===== config.mk =====
export PLATFORM = sky130hd
export DESIGN_NAME = dlx_pipe_if_flat
export DESIGN_NICKNAME = d
export VERILOG_FILES = /design/src/rtl/dlx_pipe_if_if.sv /design/src/rtl/dlx_pipe_if.sv /design/src/flat_wrapper.sv
export SDC_FILE = /design/constraint.sdc
export NUM_CORES = 1
export LEC_CHECK = 0
export BUFFER_PORTS_ARGS = -buffer_cell sky130_fd_sc_hd__buf_4
export CAP_MARGIN = 40
export CELL_PAD_IN_SITES_DETAIL_PLACEMENT = 1
export CELL_PAD_IN_SITES_GLOBAL_PLACEMENT = 1
export CORE_ASPECT_RATIO = 0.6
export CORE_MARGIN = 4
export CORE_UTILIZATION = 25
export DETAILED_ROUTE_END_ITERATION = 12
export PLACE_DENSITY_LB_ADDON = 0.05
export SETUP_SLACK_MARGIN = 0.2
export SYNTH_ARGS = -nofsm -noshare
export SYNTH_HDL_FRONTEND = slang
export SYNTH_SLANG_ARGS = --single-unit

===== constraint.sdc =====
create_clock -name clk -period 4 [get_ports clk]
set_clock_uncertainty 0.05 [all_clocks]
set_input_delay 0.4 -clock clk [delete_from_list [all_inputs] [get_ports clk]]
set_output_delay 0.4 -clock clk [all_outputs]
set_load 0.05 [all_outputs]

===== src/rtl/dlx_pipe_if_if.sv =====
// Bundle between the DLX IF stage and its neighbours: IM fetch port, ID controls,
// hazard freezes and the IF/ID pipeline register outputs.
// Optional macro DLX_IF_PERF_EN adds the fetch/bubble performance counter outputs.
interface dlx_pipe_if_if;
   logic        stall;
   logic        dc_wait;
   logic [31:0] im_addr;
   logic        im_req;
   logic [31:0] im_rdata;
   logic        im_ready;
   logic        id_cond;
   logic [31:0] id_npc;
   logic        id_halt;
   logic        id_illegal_instr;
   logic [31:0] if_id_npc;
   logic [31:0] if_id_ir;
   logic        if_id_valid;
   logic        if_halted;
   logic        if_exc_illegal;
`ifdef DLX_IF_PERF_EN
   logic [31:0] if_perf_fetch;
   logic [31:0] if_perf_bubble;
`endif

   // IF stage side
   modport master (
      input  stall, dc_wait, im_rdata, im_ready,
             id_cond, id_npc, id_halt, id_illegal_instr,
      output im_addr, im_req, if_id_npc, if_id_ir, if_id_valid,
             if_halted, if_exc_illegal
`ifdef DLX_IF_PERF_EN
      , output if_perf_fetch, if_perf_bubble
`endif
   );

   // Environment side (IM, ID, hazard control)
   modport slave (
      output stall, dc_wait, im_rdata, im_ready,
             id_cond, id_npc, id_halt, id_illegal_instr,
      input  im_addr, im_req, if_id_npc, if_id_ir, if_id_valid,
             if_halted, if_exc_illegal
`ifdef DLX_IF_PERF_EN
      , input if_perf_fetch, if_perf_bubble
`endif
   );
endinterface


===== src/rtl/dlx_pipe_if.sv =====
// DLX instruction-fetch stage: owns the PC, issues IM fetches and registers the
// IF/ID pair, applying ID redirect/halt/illegal controls with NOP bubbles.
// Optional macro DLX_IF_PERF_EN adds saturating fetch/bubble counters.
module dlx_pipe_if #(
   parameter logic [31:0] RESET_PC  = 32'h0000_0000,
   parameter logic [31:0] NOP_INSTR = 32'h0000_0015
) (
   input  logic          clk,
   input  logic          rst,
   dlx_pipe_if_if.master bus
);
   localparam int unsigned XLEN = 32;

   typedef enum logic [1:0] {S_IDLE = 2'd0, S_FETCH = 2'd1, S_HALT = 2'd2} state_t;

   state_t            r_state, w_state_nxt;
   logic [XLEN-1:0]   r_pc, w_pc_nxt;
   logic [XLEN-1:0]   r_ir, w_ir_nxt;
   logic [XLEN-1:0]   r_npc, w_npc_nxt;
   logic              r_valid, w_valid_nxt;
   logic              r_exc, w_exc_nxt;
   logic              r_req;
   logic              r_halted;
   logic              w_freeze;
   logic [XLEN-1:0]   w_pc_inc;
`ifdef DLX_IF_PERF_EN
   logic              w_fetch_inc;
   logic              w_bubble_inc;
   logic [XLEN-1:0]   r_perf_fetch;
   logic [XLEN-1:0]   r_perf_bubble;
`endif

   assign w_freeze = bus.stall | bus.dc_wait;
   assign w_pc_inc = r_pc + XLEN'(4);

   // State register
   always_ff @(posedge clk or negedge rst) begin
      if (!rst) r_state <= S_IDLE;
      else      r_state <= w_state_nxt;
   end

   // Next-state and IF/ID next values, in priority freeze > halt > redirect > fetch > bubble
   always_comb begin
      w_state_nxt = r_state;
      w_pc_nxt    = r_pc;
      w_ir_nxt    = r_ir;
      w_npc_nxt   = r_npc;
      w_valid_nxt = r_valid;
      w_exc_nxt   = r_exc;
`ifdef DLX_IF_PERF_EN
      w_fetch_inc  = 1'b0;
      w_bubble_inc = 1'b0;
`endif
      case (r_state)
         S_IDLE: w_state_nxt = S_FETCH;
         S_FETCH: begin
            if (w_freeze) begin
               w_state_nxt = S_FETCH;
            end else if (bus.id_halt || bus.id_illegal_instr) begin
               w_state_nxt = S_HALT;
               w_ir_nxt    = NOP_INSTR;
               w_valid_nxt = 1'b0;
               w_exc_nxt   = bus.id_illegal_instr;
            end else if (bus.id_cond) begin
               w_pc_nxt    = bus.id_npc;
               w_npc_nxt   = bus.id_npc;
               w_ir_nxt    = NOP_INSTR;
               w_valid_nxt = 1'b0;
`ifdef DLX_IF_PERF_EN
               w_bubble_inc = 1'b1;
`endif
            end else if (bus.im_ready) begin
               w_pc_nxt    = w_pc_inc;
               w_npc_nxt   = w_pc_inc;
               w_ir_nxt    = bus.im_rdata;
               w_valid_nxt = 1'b1;
`ifdef DLX_IF_PERF_EN
               w_fetch_inc = 1'b1;
`endif
            end else begin
               w_ir_nxt    = NOP_INSTR;
               w_valid_nxt = 1'b0;
`ifdef DLX_IF_PERF_EN
               w_bubble_inc = 1'b1;
`endif
            end
         end
         S_HALT:  w_state_nxt = S_HALT;
         default: w_state_nxt = S_IDLE;
      endcase
   end

   // PC, IF/ID pipeline registers and state-decoded status outputs
   always_ff @(posedge clk or negedge rst) begin
      if (!rst) begin
         r_pc     <= RESET_PC;
         r_ir     <= NOP_INSTR;
         r_npc    <= RESET_PC;
         r_valid  <= 1'b0;
         r_exc    <= 1'b0;
         r_req    <= 1'b0;
         r_halted <= 1'b0;
      end else begin
         r_pc     <= w_pc_nxt;
         r_ir     <= w_ir_nxt;
         r_npc    <= w_npc_nxt;
         r_valid  <= w_valid_nxt;
         r_exc    <= w_exc_nxt;
         r_req    <= (w_state_nxt == S_FETCH);
         r_halted <= (w_state_nxt == S_HALT);
      end
   end

`ifdef DLX_IF_PERF_EN
   // Saturating fetch/bubble counters; increments only on unfrozen FETCH edges
   always_ff @(posedge clk or negedge rst) begin
      if (!rst) begin
         r_perf_fetch  <= '0;
         r_perf_bubble <= '0;
      end else begin
         if (w_fetch_inc && (r_perf_fetch != '1))   r_perf_fetch  <= r_perf_fetch + XLEN'(1);
         if (w_bubble_inc && (r_perf_bubble != '1)) r_perf_bubble <= r_perf_bubble + XLEN'(1);
      end
   end

   assign bus.if_perf_fetch  = r_perf_fetch;
   assign bus.if_perf_bubble = r_perf_bubble;
`endif

   assign bus.im_addr        = r_pc;
   assign bus.im_req         = r_req;
   assign bus.if_id_ir       = r_ir;
   assign bus.if_id_npc      = r_npc;
   assign bus.if_id_valid    = r_valid;
   assign bus.if_halted      = r_halted;
   assign bus.if_exc_illegal = r_exc;
endmodule

===== src/flat_wrapper.sv =====
// flat-port wrapper written by rule: the top's interface ports become plain ports
module dlx_pipe_if_flat 
#(
   parameter logic [31:0] RESET_PC  = 32'h0000_0000,
   parameter logic [31:0] NOP_INSTR = 32'h0000_0015
)
  (clk, rst, bus_stall, bus_dc_wait, bus_im_rdata, bus_im_ready, bus_id_cond, bus_id_npc, bus_id_halt, bus_id_illegal_instr, bus_im_addr, bus_im_req, bus_if_id_npc, bus_if_id_ir, bus_if_id_valid, bus_if_halted, bus_if_exc_illegal);
  dlx_pipe_if_if bus_i ();
  input  logic clk;
  input  logic rst;
  input wire logic [$bits(bus_i.stall)-1:0] bus_stall;
  input wire logic [$bits(bus_i.dc_wait)-1:0] bus_dc_wait;
  input wire logic [$bits(bus_i.im_rdata)-1:0] bus_im_rdata;
  input wire logic [$bits(bus_i.im_ready)-1:0] bus_im_ready;
  input wire logic [$bits(bus_i.id_cond)-1:0] bus_id_cond;
  input wire logic [$bits(bus_i.id_npc)-1:0] bus_id_npc;
  input wire logic [$bits(bus_i.id_halt)-1:0] bus_id_halt;
  input wire logic [$bits(bus_i.id_illegal_instr)-1:0] bus_id_illegal_instr;
  output wire logic [$bits(bus_i.im_addr)-1:0] bus_im_addr;
  output wire logic [$bits(bus_i.im_req)-1:0] bus_im_req;
  output wire logic [$bits(bus_i.if_id_npc)-1:0] bus_if_id_npc;
  output wire logic [$bits(bus_i.if_id_ir)-1:0] bus_if_id_ir;
  output wire logic [$bits(bus_i.if_id_valid)-1:0] bus_if_id_valid;
  output wire logic [$bits(bus_i.if_halted)-1:0] bus_if_halted;
  output wire logic [$bits(bus_i.if_exc_illegal)-1:0] bus_if_exc_illegal;
  assign bus_i.stall = bus_stall;
  assign bus_i.dc_wait = bus_dc_wait;
  assign bus_i.im_rdata = bus_im_rdata;
  assign bus_i.im_ready = bus_im_ready;
  assign bus_i.id_cond = bus_id_cond;
  assign bus_i.id_npc = bus_id_npc;
  assign bus_i.id_halt = bus_id_halt;
  assign bus_i.id_illegal_instr = bus_id_illegal_instr;
  assign bus_im_addr = bus_i.im_addr;
  assign bus_im_req = bus_i.im_req;
  assign bus_if_id_npc = bus_i.if_id_npc;
  assign bus_if_id_ir = bus_i.if_id_ir;
  assign bus_if_id_valid = bus_i.if_id_valid;
  assign bus_if_halted = bus_i.if_halted;
  assign bus_if_exc_illegal = bus_i.if_exc_illegal;
  dlx_pipe_if #(.RESET_PC(RESET_PC), .NOP_INSTR(NOP_INSTR)) u_core (.clk(clk), .rst(rst), .bus(bus_i));
endmodule

==> impl_metrics.yaml <==
setup_path:
  cp-start-kind: "register"
  crit_type: "register to register"
  cp_max_fo: 25
  worstPathRequired_ns: 4.22
  endpoint_kind: "register"
  critical_path_arrival_ns: 2.52
pwr:
  p_int_mw: 2.09
  combPwrFrac_pct: 50.5
  swShare_pct: 51.0
  clockPowerShare_pct: 20.5
  peakVddDrop_v: 0.000331
  p_leak_nw: 2.53
  power.density_cell_area_mw_per_mm2: 802
  seqPwrFrac_pct: 29.1
  p_sw_mw: 2.17
placement:
  portBuffers: 171
  placed_area_mm2: 0.00498
  dp_hpwl_um: 10400
  gp_congestion: 0.785
  place_inst: 694
clock_network:
  clockBufferDepth: 2
  cts_tree: "built"
  cts_setup_buffers: 0
  cts_buffers: 9
  htreeDepth: 3
  clk_pin_slew_ns: 0.06
  clock_latency_ns: 0.34
  clock_tree.root_cell: "clkbuf_16"
  clock_sinks: 70
timing:
  slew_violations: 0
  setup_tns_ns: 0
  rsz0062_at_grt: "no"
  finalHoldViolCount: 0
  fin_crit_ns: 2.31
  max_freq_mhz: 434
  setup_viol_count_final: 0
  worstMarginPinSlew_ns: 0.802
  period_share_pct: 57.6
  relSlewSlack_pct: 46.5
  hold_ws_ns: 0.228
route:
  antenna_left: 0
  drt_wl_total_um: 13900
  vias: 3470
  drcViolationCount: 0
  via_per_inst: 4.88
  wl_per_cell_um: 19.5
  drt_iter0_markers: 187
  first_pass_iters: 4
logic_synthesis:
  yosysSeqAreaShare_pct: 46.7
  synth_edf_count: 0
  synthCells: 375
  syn-num-nets: 448
  ys.flop_type: "dfrtp_1"
  yosys_warnings: 0
  avgSynthCellArea_um2: 10.0
  syn_area_mm2: 0.00376
  ys_seq_elements: 70
  synth.distinct_cells: 59
  ys_async_sr_fraction_pct: 100
floorplanning:
  start_util_pct: 25.7
  die_area_mm2: 0.0171
  ioPinCount: 172
  die_w_um: 166
  rows: 34
  core_mm2: 0.0146
  die_y_um: 103
global_routing:
  track_usage_pct: 16.1
  grt_max_degree: 41
  grt_pass1_vias: 3582
  antenna_found_initial: 0
  globalRouteOverflowTotal: 0
  grt_pass1_wl_um: 21500
layout:
  fin_util_pct: 36.4
  stdcell_count: 711
  drive_gt1_share_pct: 42.9
  nFillCells: 1681
  nets: 581
  n_antenna_cell: 0
  finish.instance_area_mm2: 0.00531
  syn_to_final_growth_pct: 41.3
outcome:
  outcome: "complete, no violations"
min_path:
  hold_path.class: "primary input to register"
run:
  cap_violations: 0
[path summary, 6_finish.rpt]
check                                            startpoint                                 end  slack, ns  cells past startpoint
worst max-delay path            u_core.r_state[1]$_DFF_PN0_  u_core.bus.im_addr[24]$_DFFE_PN0P_       1.69                      6
worst min-delay path                        bus_im_rdata[4]  u_core.bus.if_id_ir[4]$_DFFE_PN1N_       0.23                      2
worst max register to register  u_core.r_state[1]$_DFF_PN0_  u_core.bus.im_addr[24]$_DFFE_PN0P_       1.69                      6
worst min register to register  u_core.r_state[0]$_DFF_PN0_         u_core.r_state[1]$_DFF_PN0_       0.44                      1
max in group asynchronous                               rst  u_core.bus.if_id_ir[2]$_DFFE_PN1N_       2.77                      3
min in group asynchronous                               rst   u_core.bus.im_addr[6]$_DFFE_PN0P_       0.49                      2
[Yosys cell counts (2+ instances only)]
| cell type | instances | area share [%] |
|---|---|---|
| a21oi_1 | 34 | 4.5 |
| or2_2 | 4 | 0.67 |
| inv_1 | 2 | 0.20 |
| dfstp_2 | 3 | 2.1 |
| and3_1 | 8 | 1.3 |
| a31o_2 | 3 | 0.70 |
| nand3_1 | 11 | 1.5 |
| a41o_1 | 2 | 0.53 |
| buf_4 | 33 | 6.6 |
| dfrtp_1 | 67 | 45 |
| a2bb2oi_1 | 4 | 0.93 |
| nand2_1 | 23 | 2.3 |
| nand4_1 | 17 | 2.8 |
| a22o_1 | 30 | 7.0 |
| mux2i_1 | 5 | 1.3 |
| buf_6 | 2 | 0.60 |
| o22a_1 | 4 | 0.93 |
| o31a_1 | 3 | 0.70 |
| a41o_2 | 2 | 0.60 |
| nor3_1 | 5 | 0.67 |
| a21o_1 | 2 | 0.40 |
| nor4_4 | 2 | 1.1 |
| a22oi_1 | 2 | 0.40 |
| o2bb2ai_1 | 2 | 0.47 |
| clkbuf_1 | 12 | 1.2 |
| mux2_2 | 2 | 0.60 |
| buf_2 | 6 | 0.80 |
| o22ai_1 | 10 | 1.7 |
| nor2_1 | 31 | 3.1 |
| o21ai_0 | 15 | 2.0 |
[critical path, cell delays in order, from the launching register on]
cell	delay (ns)
dfrtp_1	0.45
or3_4	0.45
nor2_4	0.09
buf_4	0.30
o21ai_2	0.28
or4_1	0.52
nand3_1	0.09
[layer usage]
layer	up-vias	GRT usage, %	share of wire, %
li1	1647	-	-
met1	1703	25.6	53
met2	113	21.3	39
met3	7	4.56	7.2
met4	0	2.64	0.65
met5	-	0	0
[timing repair]
action                                  4_1_cts  5_1_grt
endpoints found under the hold margin        31        0
resized for setup                             0        0
endpoints found under the setup margin        0        0
hold buffers                                  1        0
[per-stage QoR]
stage | total power [mW] | setup slack, ns
after detailed placement | 3.41 | 1.60
after global routing | 4.46 | 1.55
after CTS | 4.31 | 1.69
after floorplan | 2.80 | 1.97
after global placement | 3.40 | 1.65
final | 4.26 | 1.69
[placed cells by master, fill, tap and decap left out, drive strengths merged, types with 2 or more instances in the layout]
cell type	n
a21o	3
a21oi	34
a22o	30
a22oi	2
a2bb2oi	4
a31o	3
a41o	4
and2	2
and3	8
and4	2
buf	175
bufinv	2
clkbuf	10
clkinv	4
dfrtp	67
dfstp	3
inv	2
mux2	2
mux2i	5
nand2	24
nand3	12
nand4	19
nor2	33
nor3	6
nor4	3
o21ai	17
o22a	4
o22ai	10
o2bb2ai	2
o31a	3
or2	5
or3	2
[kinds of logic after synthesis]
logic type | share of synthesized area, %
buffers and inverters | 9.49
adder cells (fa/ha/maj) | 0.333
multiplexers | 1.93
flip-flops | 46.7
AND/OR/NAND/NOR | 18.4
AO/OA/AOI/OAI | 23.1
[registers in the layout, summed over array words and instances, names as in the netlist]
| register | flops |
|---|---|
| u_core.bus.if_exc_illegal | 1 |
| u_core.bus.im_req | 1 |
| u_core.bus.im_addr | 32 |
| u_core.bus.if_halted | 1 |
| u_core.bus.if_id_valid | 1 |
| u_core.r_state | 2 |
| u_core.bus.if_id_ir | 32 |
[power groups by stage]
| stage | Sequential [mW] | Clock [mW] | Combinational (mW) |
|---|---|---|---|
| after global routing | 1.29 | 0.933 | 2.24 |
| after floorplan | 1.85 | 0 | 0.959 |
| after detailed placement | 1.25 | 0 | 2.16 |
| after CTS | 1.24 | 0.894 | 2.17 |
| after global placement | 1.24 | 0 | 2.16 |
| final | 1.24 | 0.871 | 2.15 |
[area by class of cell]
| class | count | area, um2 | area share (%) |
|---|---|---|---|
| Multi-Input combinational cell | 249 | 1640 | 31.0 |
| Sequential cell | 70 | 1760 | 33.1 |
| Clock inverter | 6 | 87.6 | 1.65 |
| Tap cell | 198 | 248 | 4.67 |
| Timing Repair Buffer | 176 | 1340 | 25.2 |
| Clock buffer | 10 | 229 | 4.31 |
| Inverter | 2 | 7.51 | 0.141 |
Power figures use the tool's default switching activity.
